File: src/rtl/dvp_pkg.sv
// dvp_pkg: shared types and constants for the DVP transmit block.
//   dvp_tx_state_t : frame-timing FSM states
//   BAR_*          : the eight RGB565 colour-bar values, left to right
//   bar_color()    : bar index -> RGB565 colour
//   max_of()       : elaboration-time helper for counter sizing
package dvp_pkg;

    typedef enum logic [2:0] {
        ST_IDLE   = 3'd0,
        ST_VSYNC  = 3'd1,
        ST_VBACK  = 3'd2,
        ST_ACTIVE = 3'd3,
        ST_HBLANK = 3'd4,
        ST_VFRONT = 3'd5
    } dvp_tx_state_t;

    localparam logic [15:0] BAR_WHITE   = 16'hFFFF;
    localparam logic [15:0] BAR_YELLOW  = 16'hFFE0;
    localparam logic [15:0] BAR_CYAN    = 16'h07FF;
    localparam logic [15:0] BAR_GREEN   = 16'h07E0;
    localparam logic [15:0] BAR_MAGENTA = 16'hF81F;
    localparam logic [15:0] BAR_RED     = 16'hF800;
    localparam logic [15:0] BAR_BLUE    = 16'h001F;
    localparam logic [15:0] BAR_BLACK   = 16'h0000;

    function automatic logic [15:0] bar_color(input logic [2:0] idx);
        case (idx)
            3'd0:    bar_color = BAR_WHITE;
            3'd1:    bar_color = BAR_YELLOW;
            3'd2:    bar_color = BAR_CYAN;
            3'd3:    bar_color = BAR_GREEN;
            3'd4:    bar_color = BAR_MAGENTA;
            3'd5:    bar_color = BAR_RED;
            3'd6:    bar_color = BAR_BLUE;
            3'd7:    bar_color = BAR_BLACK;
            default: bar_color = BAR_BLACK;
        endcase
    endfunction

    function automatic int max_of(input int a, input int b);
        return (a > b) ? a : b;
    endfunction

endpackage

File: src/rtl/dvp_tx_pattern.sv
// dvp_tx_pattern: colour-bar pixel source, one pixel per fetch.
//   ov5640_pclk, s_rst_n : clock, async active-low reset
//   fetch                : a pixel is consumed this cycle
//   line_start           : this fetch is the first pixel of a line
//   color                : RGB565 colour of the pixel consumed this cycle
module dvp_tx_pattern
    import dvp_pkg::*;
#(
    parameter int H_ACTIVE = 640
) (
    input  logic        ov5640_pclk,
    input  logic        s_rst_n,
    input  logic        fetch,
    input  logic        line_start,
    output logic [15:0] color
);

    localparam int BAR_W = H_ACTIVE / 8;
    localparam int CW    = (BAR_W > 1) ? $clog2(BAR_W) : 1;
    localparam logic [CW-1:0] CNT_LAST = CW'(BAR_W - 1);

    logic [2:0]    bar_r;
    logic [CW-1:0] cnt_r;
    logic [2:0]    bar_cur_s;
    logic [CW-1:0] cnt_cur_s;

    // The first fetch of a line restarts at bar 0 regardless of where the last line stopped.
    always_comb begin
        bar_cur_s = bar_r;
        cnt_cur_s = cnt_r;
        if (line_start) begin
            bar_cur_s = 3'd0;
            cnt_cur_s = '0;
        end else begin
            bar_cur_s = bar_r;
            cnt_cur_s = cnt_r;
        end
    end

    assign color = bar_color(bar_cur_s);

    // Advance the position within the bar (and the bar index) after each consumed pixel.
    always_ff @(posedge ov5640_pclk or negedge s_rst_n) begin
        if (!s_rst_n) begin
            bar_r <= 3'd0;
            cnt_r <= '0;
        end else if (fetch) begin
            if (cnt_cur_s == CNT_LAST) begin
                bar_r <= bar_cur_s + 3'd1;
                cnt_r <= '0;
            end else begin
                bar_r <= bar_cur_s;
                cnt_r <= cnt_cur_s + CW'(1);
            end
        end else begin
            bar_r <= bar_r;
            cnt_r <= cnt_r;
        end
    end

endmodule

File: src/rtl/dvp_tx.sv
// dvp_tx: DVP (camera byte interface) source. Emits vsync/href/data timing for
// one frame per start, RGB565 pixels serialised high byte first.
// Ports:
//   ov5640_pclk, s_rst_n     : clock, async active-low reset
//   enable                   : run frames back to back while high
//   pattern_sel              : 1 = internal colour bars (only with DVP_TX_PATTERN_EN)
//   s_data/s_valid/s_ready   : upstream pixel stream
//   ov5640_vsync/href/data   : DVP bus
//   frame_done               : pulse on the last cycle of a frame
//   underrun                 : sticky, a pixel was missing in the current frame
// Build option: define DVP_TX_PATTERN_EN to include the colour-bar generator.
module dvp_tx
    import dvp_pkg::*;
#(
    parameter int H_ACTIVE  = 640,
    parameter int V_ACTIVE  = 480,
    parameter int H_BLANK   = 144,
    parameter int VSYNC_LEN = 16,
    parameter int V_BACK    = 400,
    parameter int V_FRONT   = 400
) (
    input  logic        ov5640_pclk,
    input  logic        s_rst_n,
    input  logic        enable,
    input  logic        pattern_sel,
    input  logic [15:0] s_data,
    input  logic        s_valid,
    output logic        s_ready,
    output logic        ov5640_vsync,
    output logic        ov5640_href,
    output logic [7:0]  ov5640_data,
    output logic        frame_done,
    output logic        underrun
);

    localparam int MAX_PH = max_of(max_of(max_of(VSYNC_LEN, V_BACK), max_of(2 * H_ACTIVE, H_BLANK)), V_FRONT);
    localparam int PH_W   = (MAX_PH > 1) ? $clog2(MAX_PH) : 1;
    localparam int LN_W   = (V_ACTIVE > 1) ? $clog2(V_ACTIVE) : 1;

    localparam logic [PH_W-1:0] VS_LAST  = PH_W'(VSYNC_LEN - 1);
    localparam logic [PH_W-1:0] VB_LAST  = PH_W'(V_BACK - 1);
    localparam logic [PH_W-1:0] ACT_LAST = PH_W'(2 * H_ACTIVE - 1);
    localparam logic [PH_W-1:0] HB_LAST  = PH_W'(H_BLANK - 1);
    localparam logic [PH_W-1:0] VF_LAST  = PH_W'(V_FRONT - 1);
    localparam logic [LN_W-1:0] LN_LAST  = LN_W'(V_ACTIVE - 1);

    dvp_tx_state_t   state_r, state_nxt_s;
    logic [PH_W-1:0] phase_r, phase_nxt_s;
    logic [LN_W-1:0] line_r, line_nxt_s;
    logic            byte_r, byte_nxt_s;
    logic            fetch_r, fetch_nxt_s;
    logic            pat_r;
    logic            pattern_sel_s;
    logic [15:0]     pat_color_s;
    logic [15:0]     pixel_s;
    logic [7:0]      low_r;

`ifdef DVP_TX_PATTERN_EN
    logic line_start_s;

    assign pattern_sel_s = pattern_sel;
    // A fetch outside ACTIVE is always the first pixel of a line.
    assign line_start_s  = fetch_r && (state_r != ST_ACTIVE);

    dvp_tx_pattern #(.H_ACTIVE(H_ACTIVE)) u_pattern (
        .ov5640_pclk (ov5640_pclk),
        .s_rst_n     (s_rst_n),
        .fetch       (fetch_r),
        .line_start  (line_start_s),
        .color       (pat_color_s)
    );
`else
    logic unused_pattern_sel_s;

    assign unused_pattern_sel_s = pattern_sel;
    assign pattern_sel_s        = 1'b0;
    assign pat_color_s          = 16'h0000;
`endif

    // Next-state, counter and fetch-slot decode; outputs are registered from these.
    always_comb begin
        state_nxt_s = state_r;
        line_nxt_s  = line_r;
        case (state_r)
            ST_IDLE: begin
                if (enable) state_nxt_s = ST_VSYNC;
                else        state_nxt_s = ST_IDLE;
            end
            ST_VSYNC: begin
                if (phase_r == VS_LAST) state_nxt_s = ST_VBACK;
                else                    state_nxt_s = ST_VSYNC;
            end
            ST_VBACK: begin
                if (phase_r == VB_LAST) state_nxt_s = ST_ACTIVE;
                else                    state_nxt_s = ST_VBACK;
            end
            ST_ACTIVE: begin
                if (phase_r == ACT_LAST) state_nxt_s = ST_HBLANK;
                else                     state_nxt_s = ST_ACTIVE;
            end
            ST_HBLANK: begin
                if (phase_r != HB_LAST) begin
                    state_nxt_s = ST_HBLANK;
                end else if (line_r == LN_LAST) begin
                    state_nxt_s = ST_VFRONT;
                end else begin
                    state_nxt_s = ST_ACTIVE;
                    line_nxt_s  = line_r + LN_W'(1);
                end
            end
            ST_VFRONT: begin
                if (phase_r != VF_LAST) state_nxt_s = ST_VFRONT;
                else if (enable)        state_nxt_s = ST_VSYNC;
                else                    state_nxt_s = ST_IDLE;
            end
            default: state_nxt_s = ST_IDLE;
        endcase

        if (state_nxt_s != state_r || state_r == ST_IDLE) begin
            phase_nxt_s = '0;
            byte_nxt_s  = 1'b0;
        end else begin
            phase_nxt_s = phase_r + PH_W'(1);
            byte_nxt_s  = (state_r == ST_ACTIVE) ? ~byte_r : 1'b0;
        end

        if (state_nxt_s == ST_VSYNC && state_r != ST_VSYNC) line_nxt_s = '0;
        else                                                line_nxt_s = line_nxt_s;

        // Fetch one cycle ahead of each high byte; the blank after the last line needs none.
        if (state_nxt_s == ST_VBACK && phase_nxt_s == VB_LAST)
            fetch_nxt_s = 1'b1;
        else if (state_nxt_s == ST_HBLANK && phase_nxt_s == HB_LAST && line_nxt_s != LN_LAST)
            fetch_nxt_s = 1'b1;
        else if (state_nxt_s == ST_ACTIVE && byte_nxt_s && phase_nxt_s != ACT_LAST)
            fetch_nxt_s = 1'b1;
        else
            fetch_nxt_s = 1'b0;

        if (pat_r)        pixel_s = pat_color_s;
        else if (s_valid) pixel_s = s_data;
        else              pixel_s = 16'h0000;
    end

    // FSM state, counters and all registered outputs.
    always_ff @(posedge ov5640_pclk or negedge s_rst_n) begin
        if (!s_rst_n) begin
            state_r      <= ST_IDLE;
            phase_r      <= '0;
            line_r       <= '0;
            byte_r       <= 1'b0;
            fetch_r      <= 1'b0;
            pat_r        <= 1'b0;
            low_r        <= 8'h00;
            s_ready      <= 1'b0;
            ov5640_vsync <= 1'b0;
            ov5640_href  <= 1'b0;
            ov5640_data  <= 8'h00;
            frame_done   <= 1'b0;
            underrun     <= 1'b0;
        end else begin
            state_r      <= state_nxt_s;
            phase_r      <= phase_nxt_s;
            line_r       <= line_nxt_s;
            byte_r       <= byte_nxt_s;
            fetch_r      <= fetch_nxt_s;
            s_ready      <= fetch_nxt_s && !pat_r;
            ov5640_vsync <= (state_nxt_s == ST_VSYNC);
            ov5640_href  <= (state_nxt_s == ST_ACTIVE);
            frame_done   <= (state_nxt_s == ST_VFRONT) && (phase_nxt_s == VF_LAST);

            // Mode and underrun are per-frame: both are (re)established on VSYNC entry.
            if (state_nxt_s == ST_VSYNC && state_r != ST_VSYNC) begin
                pat_r    <= pattern_sel_s;
                underrun <= 1'b0;
            end else if (fetch_r && !pat_r && !s_valid) begin
                pat_r    <= pat_r;
                underrun <= 1'b1;
            end else begin
                pat_r    <= pat_r;
                underrun <= underrun;
            end

            // High byte straight from the fetched pixel, low byte from the holding register.
            if (fetch_r) begin
                ov5640_data <= pixel_s[15:8];
                low_r       <= pixel_s[7:0];
            end else if (state_nxt_s == ST_ACTIVE) begin
                ov5640_data <= low_r;
                low_r       <= low_r;
            end else begin
                ov5640_data <= 8'h00;
                low_r       <= low_r;
            end
        end
    end

endmodule

File: config.mk
export PLATFORM = sky130hd
export DESIGN_NAME = dvp_tx
export DESIGN_NICKNAME = d
export VERILOG_FILES = /design/src/rtl/dvp_pkg.sv /design/src/rtl/dvp_tx_pattern.sv /design/src/rtl/dvp_tx.sv
export SDC_FILE = /design/constraint.sdc
export NUM_CORES = 1
export LEC_CHECK = 0
export BUFFER_PORTS_ARGS = -buffer_cell sky130_fd_sc_hd__buf_4
export CORE_ASPECT_RATIO = 0.8
export CORE_MARGIN = 2
export CORE_UTILIZATION = 52
export DETAILED_ROUTE_END_ITERATION = 10
export GPL_TIMING_DRIVEN = 0
export PLACE_DENSITY_LB_ADDON = 0.05
export SLEW_MARGIN = 5
export SYNTH_ARGS = -nofsm -noshare
export SYNTH_HDL_FRONTEND = slang
export SYNTH_SLANG_ARGS = --single-unit
File: constraint.sdc
create_clock -name ov5640_pclk -period 2.5 [get_ports ov5640_pclk]
set_clock_uncertainty 0.2 [all_clocks]
set_input_delay 0.375 -clock ov5640_pclk [delete_from_list [all_inputs] [get_ports ov5640_pclk]]
set_output_delay 0.375 -clock ov5640_pclk [all_outputs]
set_load 0.03 [all_outputs]
# Word level (Yosys, flattened, before mapping)
# Index checks and enable logic that the tools add are counted.
# op_classes
addsub	2
n_eq_ne	22
muxes	23
n_bitwise	1
n_reduce_logical	12
# ops
op	n
9-bit two-way mux	4
11-bit by 9-bit equality test with 1-bit output, second input constant	2
3-bit one-hot mux with 6 select lines	1
16-bit two-way mux	1
8-bit two-way mux	2
3-bit by 2-bit equality test with 1-bit output, second input constant	4
3-bit equality test, second input constant	4
3-bit two-way mux	4
11-bit by 1-bit adder with 11-bit output, second input constant	1
11-bit equality test, second input constant	1
11-bit by 4-bit equality test with 1-bit output, second input constant	1
11-bit by 8-bit equality test with 1-bit output, second input constant	1
11-bit two-way mux	1
11-bit != test, second input constant	1
11-bit by 8-bit != test with 1-bit output, second input constant	1
11-bit by 9-bit != test with 1-bit output, second input constant	1
9-bit by 1-bit adder with 9-bit output, second input constant	1
9-bit equality test, second input constant	1
1-bit two-way mux	9
9-bit != test, second input constant	1
1-bit logical AND	8
3-bit by 1-bit equality test with 1-bit output, second input constant	2
3-bit zero test	1
3-bit by 1-bit != test with 1-bit output, second input constant	1
6 further kinds	6
# totals
reg_bits	45
inputBits	21
out_inout_bits	13
wordCells	71

# Logic depth before layout (Yosys ltp)
# Gate-level depths: netlist of run 1.
# logic_depth
word_depth	12
depth_mapped	11
ltp_nobuf	9

# Worst setup path before layout of run 1
# Ideal clock, no wire load.
# synth_path
path_kind	register -> register
startpoint	reg phase_r[0]
endpoint	reg fetch_r
setup_time_ps	103
arrival_ps	2211
t_required_ps	2197
slack_ps	-14
path_stages_with_launch	9
path_buffers	0
period_less_slack_ps	2514
cell_sequence	dfrtp_1 -> ha_1 -> inv_1 -> or4b_2 -> a211oi_1 -> nand3_1 -> nor4b_1 -> o221ai_1 -> o41ai_2
# synth_via
elab_chain_cells	11
word_cells_on_any_way	36
classes_between	1 x add/sub; 14 x eq/ne; 14 x mux; 7 x reduce/logical
# synth_rtl
element	line_no	rtl
start: declaration	dvp_tx.sv:48	logic [PH_W-1:0] phase_r, phase_nxt_s;
start signal: assignment	dvp_tx.sv:163	phase_r <= phase_nxt_s;
11-bit by 9-bit != test with 1-bit output (tied with other cells)	dvp_tx.sv:112	if (phase_r != VF_LAST) state_nxt_s = ST_VFRONT;
3-bit two-way mux (tied with other cells)	dvp_tx.sv:112	
3-bit one-hot mux with 6 select lines	dvp_tx.sv:84	case (state_r)
3-bit != test	dvp_tx.sv:119	if (state_nxt_s != state_r || state_r == ST_IDLE) begin
1-bit logical OR	dvp_tx.sv:119	
11-bit two-way mux or 1-bit two-way mux (tied branches)	dvp_tx.sv:119	
11-bit != test (tied with other cells)	dvp_tx.sv:135	else if (state_nxt_s == ST_ACTIVE && byte_nxt_s && phase_nxt_s != ACT_LAST)
1-bit logical AND, on equally long branches	dvp_tx.sv:135, dvp_tx.sv:133	
1-bit two-way mux or 1-bit logical AND (tied branches)	dvp_tx.sv:135, dvp_tx.sv:133	
1-bit two-way mux	dvp_tx.sv:133	else if (state_nxt_s == ST_HBLANK && phase_nxt_s == HB_LAST && line_nxt_s != LN_LAST)
1-bit two-way mux *	dvp_tx.sv:131	if (state_nxt_s == ST_VBACK && phase_nxt_s == VB_LAST)
net fetch_nxt_s	dvp_tx.sv:51	logic fetch_r, fetch_nxt_s;
end signal: assignment	dvp_tx.sv:166	fetch_r <= fetch_nxt_s;
end: declaration	dvp_tx.sv:51	
# Mark *: on every way through the listed nets, which the timed path passes. The rest lies on a longest branch.
# A chain may end at the register's enable or synchronous reset.

# Final worst setup path of run 1
# layout_path
startpoint	reg phase_r[1]
endpoint	reg fetch_r
# The elaborated chain is that of the path after synthesis.

==> run_results.csv, run 1 <==
group,metric,value,unit
status,violations,"negative setup slack",
route,dr.pass1.iters,5,
critical_path,critPathMaxStageDelay,0.46,ns
power,p_int,0.939,mW
global_route,grt_pass1_wl,10300,um
global_route,grt_pass1_vias,2136,
placed_design,numPortBuffers,31,
route,drt-vias-per-instance,5.99,
sta,post-route-period-util,111,%
floorplanning,initial_core_util,54.6,%
floorplanning,die_area,5430,um2
synth,synthAdderAreaFrac,0.991,%
worst_hold_path,hold_class,"input port to flip-flop",
critical_path,cp_cell_sequence,"ha_4 -> nor4b_4 -> buf_4 -> nand3_4 -> buf_4 -> buf_4 -> nor4_1 -> nor2_1 -> a21oi_2 -> a2111oi_4 -> o41ai_2",
clock_network,clk_path_buf_depth,2,
layout,n_antenna_cell,0,
worst_hold_path,hold_depth,3,
synth,synth_area_leaders,"dfrtp_1 (45%), nor2_1 (4.9%), nand2_1 (4.5%)",
placed_design,dp.cells,365,
power,p_leak,1.49,nW
layout,layout-drive-gt1-share,39.7,%
sta,worst_slew_pin_slew,0.578,ns
power,p_sw,0.280,mW
route,ant_nets,0,
layout,final_cell_mix,"buf_4 (55), dfrtp_1 (45), nand2_1 (30), nand3_1 (21), nor2_4 (14)",
global_route,grt_antenna_before_repair,0,
worst_hold_path,min-delay-start,"s_data[5]",
synth,synthArstFlopShare,100,%
sta,period_minus_slack,2.78,ns
critical_path,end_kind,"flip-flop",
sta,maxSlewViolCount,0,
synth,synthXorXnorAreaFrac,5.20,%
sta,setup_viol,32,
placed_design,place_hpwl,3930,um
global_route,grt_overflow,0,
synth,ys.flop_type,"dfrtp_1",
synth,synth_top_area_share,44.6,%
floorplanning,core_area,4620,um2
power,clkPwrFrac,37.1,%
route,vias,2426,
floorplanning,fp.dieH,66.3,um
synth,yosys.area_share.simple,32.1,%
critical_path,crit_cells,11,
critical_path,r2r_setup_slack,-0.28,ns
layout,final_common_cell,"buf_4",
layout,nNetsFinal,368,
global_route,grt_max_degree,46,
layout,fill_cells,325,
job,cap_viol_max_count,0,
synth,yosys_warnings,0,
critical_path,critPathKind,"flip-flop to flip-flop",
synth,synth_cells,274,
layout,syn_to_final_growth,39.6,%
synth,synth_area_leader_cell,"dfrtp_1",
synth,synth-compound-area-share,10.7,%
synth,ys_ff_latch,45,
sta,max-slew-margin-rel,61.5,%
critical_path,rr_startpoint,"phase_r[1]",
clock_network,cts_tree,"done",
clock_network,root_buffer,"clkbuf_8",
synth,synth_top_family_by_area,"simple AND/OR/NAND/NOR gates",
clock_network,htreeDepth,2,
critical_path,start_kind,"flip-flop",
critical_path,rr_endpoint,"fetch_r",
worst_hold_path,whs_endpoint,"low_r[5]",
synth,synth_nets,297,
placed_design,place_ws,-0.407,ns
sta,finalSetupTns,-2.49,ns
critical_path,critPathTopFamily,"simple AND/OR/NAND/NOR gates",
floorplanning,ioPinCount,34,
sta,rsz0062_at_grt,"true",
sta,setup_ws,-0.279,ns
power,p_comb_share,3.2,%
sta,fmaxAchievable,360,MHz
placed_design,gp_congestion,0.837,
synth,ys_seq_area_share,44.6,%
synth,netlist_area,2530,um2
critical_path,required,2.49,ns
critical_path,critPathSlowestCell,"nor4_1",
synth,muxShareOfSynthArea,2.43,%
synth,synth-edff-count,0,
critical_path,worstPathArrival,2.77,ns
sta,final_hold_viol_count,0,
status,status,"finished with violations",
global_route,grt.total_usage,25.5,%
clock_network,clkLatencyLatePin,0.31,ns
layout,instances_no_fill,405,
critical_path,worst_path_most_repeated_cell,"buf_4",
floorplanning,num_rows,22,
critical_path,cp_num_buf_inv,3,
route,drc,0,
critical_path,worstRegToRegCells,11,
clock_network,path_clk_slew,0.08,ns
floorplanning,die_x,81.9,um
critical_path,worstPathMaxFanout,5,
power,ir_drop,0.357,mV
route,wl,7060,um
route,drt_iter0_markers,230,
power,swShare,22.9,%
clock_network,cts.sinks,45,
synth,synth_area_per_cell,9.22,um2
power,p_seq_share,59.6,%
clock_network,numCtsBuffers,5,
power,powerDensity,346,nW/um2
synth,yosysUniqueCellTypes,49,
route,drt-wirelength-per-cell,17.4,um
## layer usage
metal | global-route usage, % | wire length, um
met1 | 37.0 | 3190
met4 | 7.29 | 111
met5 | 0 | 0
met2 | 38.4 | 3280
met3 | 5.19 | 482
## sequential cells by signal, summed over array words and instances, names as in the netlist
| signal | count |
|---|---|
| underrun | 1 |
| ov5640_vsync | 1 |
| state_r | 3 |
| low_r | 8 |
| byte_r | 1 |
| phase_r | 11 |
| ov5640_href | 1 |
| line_r | 9 |
| fetch_r | 1 |
| frame_done | 1 |
| ov5640_data | 8 |
## synth_stat cells (3+ instances only)
cell      count
buf_2         3
xnor2_1       6
and4_1        5
nor3_1        6
clkbuf_1      9
mux2i_1       5
dfrtp_1      45
and2_1        3
o21ai_0      10
or3_1         3
inv_1         7
a21oi_1      13
nor4b_1       3
nand2_1      30
nand4b_1      3
nand4_1       6
nand2b_1     14
nand3_1      22
xor2_1        9
and3_1        3
nor2_1       33
nand3b_1      3
## final cells by class
class / count / area (um2) / area share (%)
Multi-Input combinational cell: 208 / 1590 / 45.2
Clock inverter: 2 / 16.3 / 0.461
Tap cell: 60 / 75.1 / 2.13
Inverter: 8 / 30.0 / 0.851
Buffer: 13 / 91.3 / 2.59
Sequential cell: 45 / 1130 / 31.9
Timing Repair Buffer: 64 / 527 / 14.9
Clock buffer: 5 / 68.8 / 1.95
## tightest hold or removal path: stages
cell and delay [ns]:
buf_4 0.08, nand2_1 0.04, nand2_1 0.05
## per-stage QoR
| step | area (um2) | hold slack, ns | total power, mW | utilization, % |
|---|---|---|---|---|
| final | 3530 | 0.0664 | 1.22 | 76.3 |
| after global routing | 3530 | 0.0790 | 1.26 | 76.3 |
| after CTS | 3190 | 0.0628 | 1.23 | 68.9 |
| after detailed placement | 2840 | 0.216 | 0.781 | 61.4 |
| after global placement | 2840 | 0.214 | 0.780 | 61.4 |
| after floorplan | 2530 | -0.121 | 0.744 | - |
## power groups by stage
stage / registers [mW] / logic, mW / clock network, mW
2_1_floorplan: 0.742 / 0.00232 / 0
3_3_place_gp: 0.742 / 0.0385 / 0
3_5_place_dp: 0.742 / 0.0393 / 0
4_1_cts: 0.727 / 0.0405 / 0.459
5_1_grt: 0.727 / 0.0440 / 0.488
6_report: 0.727 / 0.0392 / 0.453
## what timing repair did
action                     4_1_cts  5_1_grt
pin swaps                        5       21
hold endpoints to repair        45        0
setup buffers                   21        9
hold buffers                     1        0
resized for setup               25       71
gates cloned                     1        2
setup endpoints to repair       33       33
## worst max path at each step
stage	slack, ns	start	endpoint
after global routing	-0.33	phase_r[1]	fetch_r
after global placement	-0.39	line_r[0]	ov5640_data[3]
after CTS	-0.10	phase_r[5]	fetch_r
after detailed placement	-0.41	phase_r[0]	ov5640_data[3]
final	-0.28	phase_r[1]	fetch_r
after floorplan	0.004	phase_r[0]	fetch_r
## kinds of logic (layout without fill, tap and decap cells)
family	Yosys count	count (layout)
XOR/XNOR	15	15
buffers and inverters	22	92
AO/OA/AOI/OAI	39	39
adder cells (fa/ha/maj)	2	2
multiplexers	6	6
flip-flops	45	45
AND/OR/NAND/NOR	145	146
Power figures use the tool's default switching activity.
==> run 2: changes to the inputs <==
--- a/config.mk
+++ b/config.mk
@@ -13,2 +13,3 @@
 export GPL_TIMING_DRIVEN = 0
+export HOLD_SLACK_MARGIN = 0.15
 export PLACE_DENSITY_LB_ADDON = 0.05
==> constraint.sdc (replaced) <==
create_clock -name ov5640_pclk -period 2.5 [get_ports ov5640_pclk]
set_clock_uncertainty 0.2 [all_clocks]
set_input_delay 0.125 -clock ov5640_pclk [delete_from_list [all_inputs] [get_ports ov5640_pclk]]
set_output_delay 0.125 -clock ov5640_pclk [all_outputs]
set_load 0.03 [all_outputs]
==> run 2 against run 1 <==
Net effect: the run still ends with negative setup slack left; cell area increased by 4.4%; critical endpoint unchanged; worst hold slack improved by 0.083 ns; largest power group unchanged; power increased by 2.2%; maximum frequency about the same; non-clock buffer count increased by 23.
==> run_results.csv, run 2 (synthesized netlist as in run 1, its figures left out) <==
group,metric,value,unit
sta,whs,0.149,ns
floorplanning,ioPinCount,34,
global_route,grt_overflow,0,
clock_network,clk_path_buf_depth,2,
floorplanning,die_area,5430,um2
route,drt-met1-wl,3260,um
global_route,grt_pass1_wl,11100,um
layout,seqCellArea,1130,um2
clock_network,clkLatencyLatePin,0.31,ns
critical_path,worstRegToRegCells,11,
status,violations,"negative setup slack",
critical_path,critPathKind,"flip-flop to flip-flop",
route,vias,2467,
layout,multi_input_area,1540,um2
placed_design,gp_congestion,0.837,
clock_network,htreeDepth,2,
power,ir_drop,0.368,mV
critical_path,worstSetupStartpoint,"phase_r[1]",
power,p_int,0.957,mW
sta,rsz0062_at_grt,"true",
placed_design,numPortBuffers,31,
critical_path,start_kind,"flip-flop",
global_route,grt_pass1_vias,2300,
power,powerDensity,339,nW/um2
power,p_comb_share,5.0,%
floorplanning,die_x,81.9,um
critical_path,end_kind,"flip-flop",
route,drc,0,
layout,final_cell_mix,"buf_4 (56), dfrtp_1 (45), nand2_1 (30), dlygate4sd3_1 (25), nand3_1 (21)",
critical_path,r2r_setup_slack,-0.28,ns
layout,layout-drive-gt1-share,34.5,%
layout,top_regs,"phase_r x11, line_r x9",
route,dr.pass1.iters,5,
clock_network,root_buffer,"clkbuf_8",
global_route,grt_max_degree,46,
layout,final_util,79.6,%
critical_path,required,2.50,ns
floorplanning,num_rows,22,
route,top_layer_used,"met4",
placed_design,place_ws,-0.407,ns
job,cap_viol_max_count,0,
critical_path,rr_endpoint,"fetch_r",
floorplanning,initial_core_util,54.6,%
placed_design,place_hpwl,3930,um
power,clkPwrFrac,36.7,%
power,p_seq_share,58.3,%
critical_path,cp-endpoint,"fetch_r",
sta,finalSetupTns,-2.09,ns
clock_network,cts.sinks,45,
layout,instances_no_fill,428,
layout,largest_reg_flops,11,
floorplanning,core_area,4620,um2
clock_network,cts_tree,"done",
global_route,grt_antenna_before_repair,0,
layout,fin_area,3680,um2
sta,maxSlewViolCount,0,
critical_path,worstPathArrival,2.77,ns
layout,fill_cells,295,
clock_network,numCtsBuffers,5,
critical_path,rr_startpoint,"phase_r[1]",
critical_path,worstPathMaxFanout,5,
sta,setup_viol,32,
power,p_leak,1.54,nW
sta,fmaxAchievable,360,MHz
worst_hold_path,hold_class,"input port to async pin",
clock_network,path_clk_slew,0.09,ns
route,drt-vias-per-instance,5.76,
route,drt-wirelength-per-cell,17.0,um
layout,nNetsFinal,391,
route,met3_wirelength,411,um
sta,period_minus_slack,2.78,ns
sta,worst_slew_pin_slew,0.585,ns
sta,max-slew-margin-rel,61.0,%
placed_design,dp.cells,365,
route,drt_iter0_markers,167,
layout,final_common_cell,"buf_4",
sta,setup_ws,-0.277,ns
route,ant_nets,0,
global_route,grt.total_usage,27.3,%
route,wl,7290,um
sta,final_hold_viol_count,0,
floorplanning,fp.dieH,66.3,um
sta,post-route-period-util,111,%
power,finalPower,1.25,mW
layout,top_register,"phase_r",
route,dr_wl_met2,3500,um
layout,syn_to_final_growth,45.7,%
power,swShare,23.2,%
status,status,"finished with violations",
power,p_sw,0.290,mW
placed_design,placed_area,2840,um2
layout,n_antenna_cell,0,
## run 2: changes by cell type in the layout (fill, tap and decap cells not counted), moves of 2 or more
cell	delta
nor2_4	-5
nor2_1	+7
dlygate4sd3_1	+24
nor2_2	-2
## run 2: power groups by stage
stage                     registers, mW  clock network, mW  logic, mW
after global routing              0.727              0.488     0.0670
after global placement            0.742                  0     0.0385
after detailed placement          0.742                  0     0.0393
after CTS                         0.727              0.459     0.0612
final                             0.727              0.457     0.0618
after floorplan                   0.742                  0    0.00232
## run 2: area by class of cell
type	instances	share of cell area, %
Tap cell	60	2.04
Sequential cell	45	30.6
Inverter	8	0.816
Clock buffer	5	1.87
Buffer	13	2.48
Multi-Input combinational cell	208	41.7
Timing Repair Buffer	87	20.1
Clock inverter	2	0.442
## run 2: metal layers
metal / vias to the layer above / global-route usage (%)
met5: - / 0
met4: 0 / 7.29
met3: 15 / 5.05
met2: 91 / 42.6
met1: 1208 / 38.9
li1: 1153 / -
## run 2: how the worst min path moves through the flow
stage	start	to	slack, ns	cells past startpoint
6_report	s_rst_n	ov5640_vsync	0.15	2
3_5_place_dp	s_rst_n	phase_r[8]	-0.03	1
4_1_cts	s_rst_n	ov5640_vsync	0.18	2
2_1_floorplan	s_rst_n	byte_r	-0.37	0
5_1_grt	s_rst_n	line_r[4]	0.23	2
3_3_place_gp	s_rst_n	phase_r[8]	-0.04	1
## run 2: repair_timing
item                       CTS  global route
buffers inserted            21             9
hold buffers                25             0
gates cloned                 1             1
hold endpoints to repair    62             0
setup endpoints to repair   33            33
resized for setup           25            56
pin swaps                    5            18
## run 2: worst max-delay path, stage by stage, from the launching register on
cell and delay, ns:
dfrtp_1 0.41, ha_4 0.16, nor4b_4 0.23, buf_4 0.17, nand3_4 0.08, buf_4 0.18, buf_4 0.14, nor4_1 0.44
nor2_1 0.10, a21oi_2 0.19, a2111oi_4 0.11, o41ai_2 0.25
==> run 3: changes to the inputs <==
Settings changed: CORE_UTILIZATION 52 to 54, CTS_BUF_LIST set to sky130_fd_sc_hd__clkbuf_2 sky130_fd_sc_hd__clkbuf_4 sky130_fd_sc_hd__clkbuf_8.
==> run 3 against run 2 <==
Net effect: the flow still finishes with violations (negative setup slack); critical path type unchanged; largest power group unchanged; maximum frequency grew 6.4%; register-to-register slack gained 0.17 ns; count of clock-buffer cells in the layout grew 1; cell area grew 2.2%; via count grew 1.5%.
==> run_results.csv, run 3 (synthesized netlist as in run 1, its figures left out) <==
group,metric,value,unit
status,violations,"negative setup slack",
critical_path,worstPathMaxFanout,3,
layout,n_antenna_cell,0,
route,drc,0,
route,vias,2505,
clock_network,cts.sinks,45,
layout,fill_cells,267,
route,ant_nets,0,
sta,maxSlewViolCount,0,
floorplanning,ioPinCount,34,
layout,final_cell_mix,"buf_4 (58), dfrtp_1 (45), nand2_1 (30), dlygate4sd3_1 (25), nand3_1 (21)",
sta,post-route-period-util,104,%
route,dr.pass1.iters,5,
global_route,grt_antenna_before_repair,0,
placed_design,gp_congestion,0.866,
critical_path,critPathKind,"flip-flop to flip-flop",
critical_path,required,2.49,ns
sta,worst_slew_pin_slew,0.594,ns
clock_network,path_clk_slew,0.10,ns
placed_design,dp.cells,365,
placed_design,numPortBuffers,31,
clock_network,cts_tree,"done",
sta,period_minus_slack,2.61,ns
sta,final_hold_viol_count,0,
layout,multi_input_area,1570,um2
clock_network,numCtsBuffers,5,
clock_network,htreeDepth,2,
status,status,"finished with violations",
sta,max-slew-margin-rel,60.3,%
floorplanning,die_x,80.5,um
layout,top_regs,"phase_r x11, line_r x9",
power,ir_drop,0.308,mV
layout,final_common_cell,"buf_4",
sta,setup_ws,-0.111,ns
sta,rsz0062_at_grt,"true",
floorplanning,fp.dieH,65.2,um
clock_network,clkLatencyLatePin,0.31,ns
sta,finalSetupTns,-1.42,ns
clock_network,root_buffer,"clkbuf_8",
worst_hold_path,hold_class,"input port to async pin",
route,drt-wirelength-per-cell,17.4,um
global_route,grt_pass1_wl,11400,um
critical_path,worstRegToRegCells,10,
critical_path,start_kind,"flip-flop",
power,p_leak,1.57,nW
critical_path,end_kind,"flip-flop",
job,cap_viol_max_count,0,
layout,nNetsFinal,390,
layout,top_register,"phase_r",
sta,setup_viol,23,
floorplanning,die_area,5240,um2
route,wl,7440,um
layout,instances_no_fill,428,
layout,largest_reg_flops,11,
critical_path,rr_endpoint,"fetch_r",
layout,seqCellArea,1130,um2
global_route,grt_pass1_vias,2365,
floorplanning,core_area,4540,um2
route,drt-vias-per-instance,5.85,
global_route,grt_max_degree,46,
power,powerDensity,343,nW/um2
layout,final_util,82.8,%
layout,layout-drive-gt1-share,36.1,%
floorplanning,initial_core_util,55.6,%
critical_path,rr_startpoint,"phase_r[0]",
global_route,grt_overflow,0,
critical_path,r2r_setup_slack,-0.11,ns
global_route,grt.total_usage,28.4,%
floorplanning,num_rows,22,
layout,syn_to_final_growth,48.9,%
route,drt_iter0_markers,225,
critical_path,worstPathArrival,2.60,ns
sta,fmaxAchievable,383,MHz
placed_design,place_ws,-0.375,ns
clock_network,clk_path_buf_depth,2,
placed_design,place_hpwl,3780,um
run 3: cell count changes in the layout (fill, tap and decap cells not counted), sizes merged:
| cell | delta |
|---|---|
| clkbuf | +3 |
| nand3 | -1 |
| buf | -2 |
| inv | +1 |
| clkinvlp | -1 |
run 3: how the worst max path moves through the flow:
stage          depth (start not counted)        from              to
2_1_floorplan                          8  phase_r[0]         fetch_r
3_3_place_gp                           8   line_r[0]  ov5640_data[2]
3_5_place_dp                           7  phase_r[0]  ov5640_data[2]
4_1_cts                                9  phase_r[5]         fetch_r
5_1_grt                               10  phase_r[0]         fetch_r
6_report                              10  phase_r[0]         fetch_r
run 3: repair_timing:
| action | in CTS | in global routing |
|---|---|---|
| gates resized for setup | 45 | 41 |
| hold endpoints to repair | 62 | 0 |
| pin swaps | 20 | 17 |
| hold buffers | 25 | 0 |
| cloned | 1 | 1 |
| endpoints found under the setup margin | 33 | 32 |
| setup buffers | 27 | 4 |
run 3: worst max-delay path, cell delays in order (launching register included):
cell       delay, ns
dfrtp_1         0.41
ha_4            0.17
nor4b_4         0.21
buf_4           0.17
buf_4           0.11
and4_4          0.22
nand4_1         0.14
a211oi_2        0.28
o2111ai_2       0.16
a2111oi_4       0.34
o41ai_2         0.09
run 3: through the flow:
stage | cell area [um2] | hold WS [ns] | power [mW]
floorplan | 2530 | -0.371 | 0.744
global placement | 2840 | -0.0343 | 0.780
CTS | 3590 | 0.186 | 1.29
detailed placement | 2840 | -0.0352 | 0.781
global route | 3760 | 0.209 | 1.34
finish | 3760 | 0.143 | 1.29
run 3: area by class of cell:
class                      instances  area share, %
clock buffer                       6           2.20
timing repair buffer              89           20.6
clock inverter                     2          0.466
sequential                        45           29.9
multi-input combinational        207           41.7
inverter                           8          0.798
tap                               60           2.00
buffer                            11           2.26
run 3: routing by layer:
layer  share of wire [%]  wire (um)  GRT usage (%)
met1                  43       3180           38.8
met2                  49       3680           47.7
met3                 6.4        475           5.36
met4                 1.4        104           5.72
met5                   0          0              0
run 3: where the power goes:
part	switching, mW	internal, mW	total [mW]
combinational	0.0251	0.0366	0.0617
sequential	0	0.727	0.727
clock	0.273	0.230	0.503
total	0.298	0.994	1.29
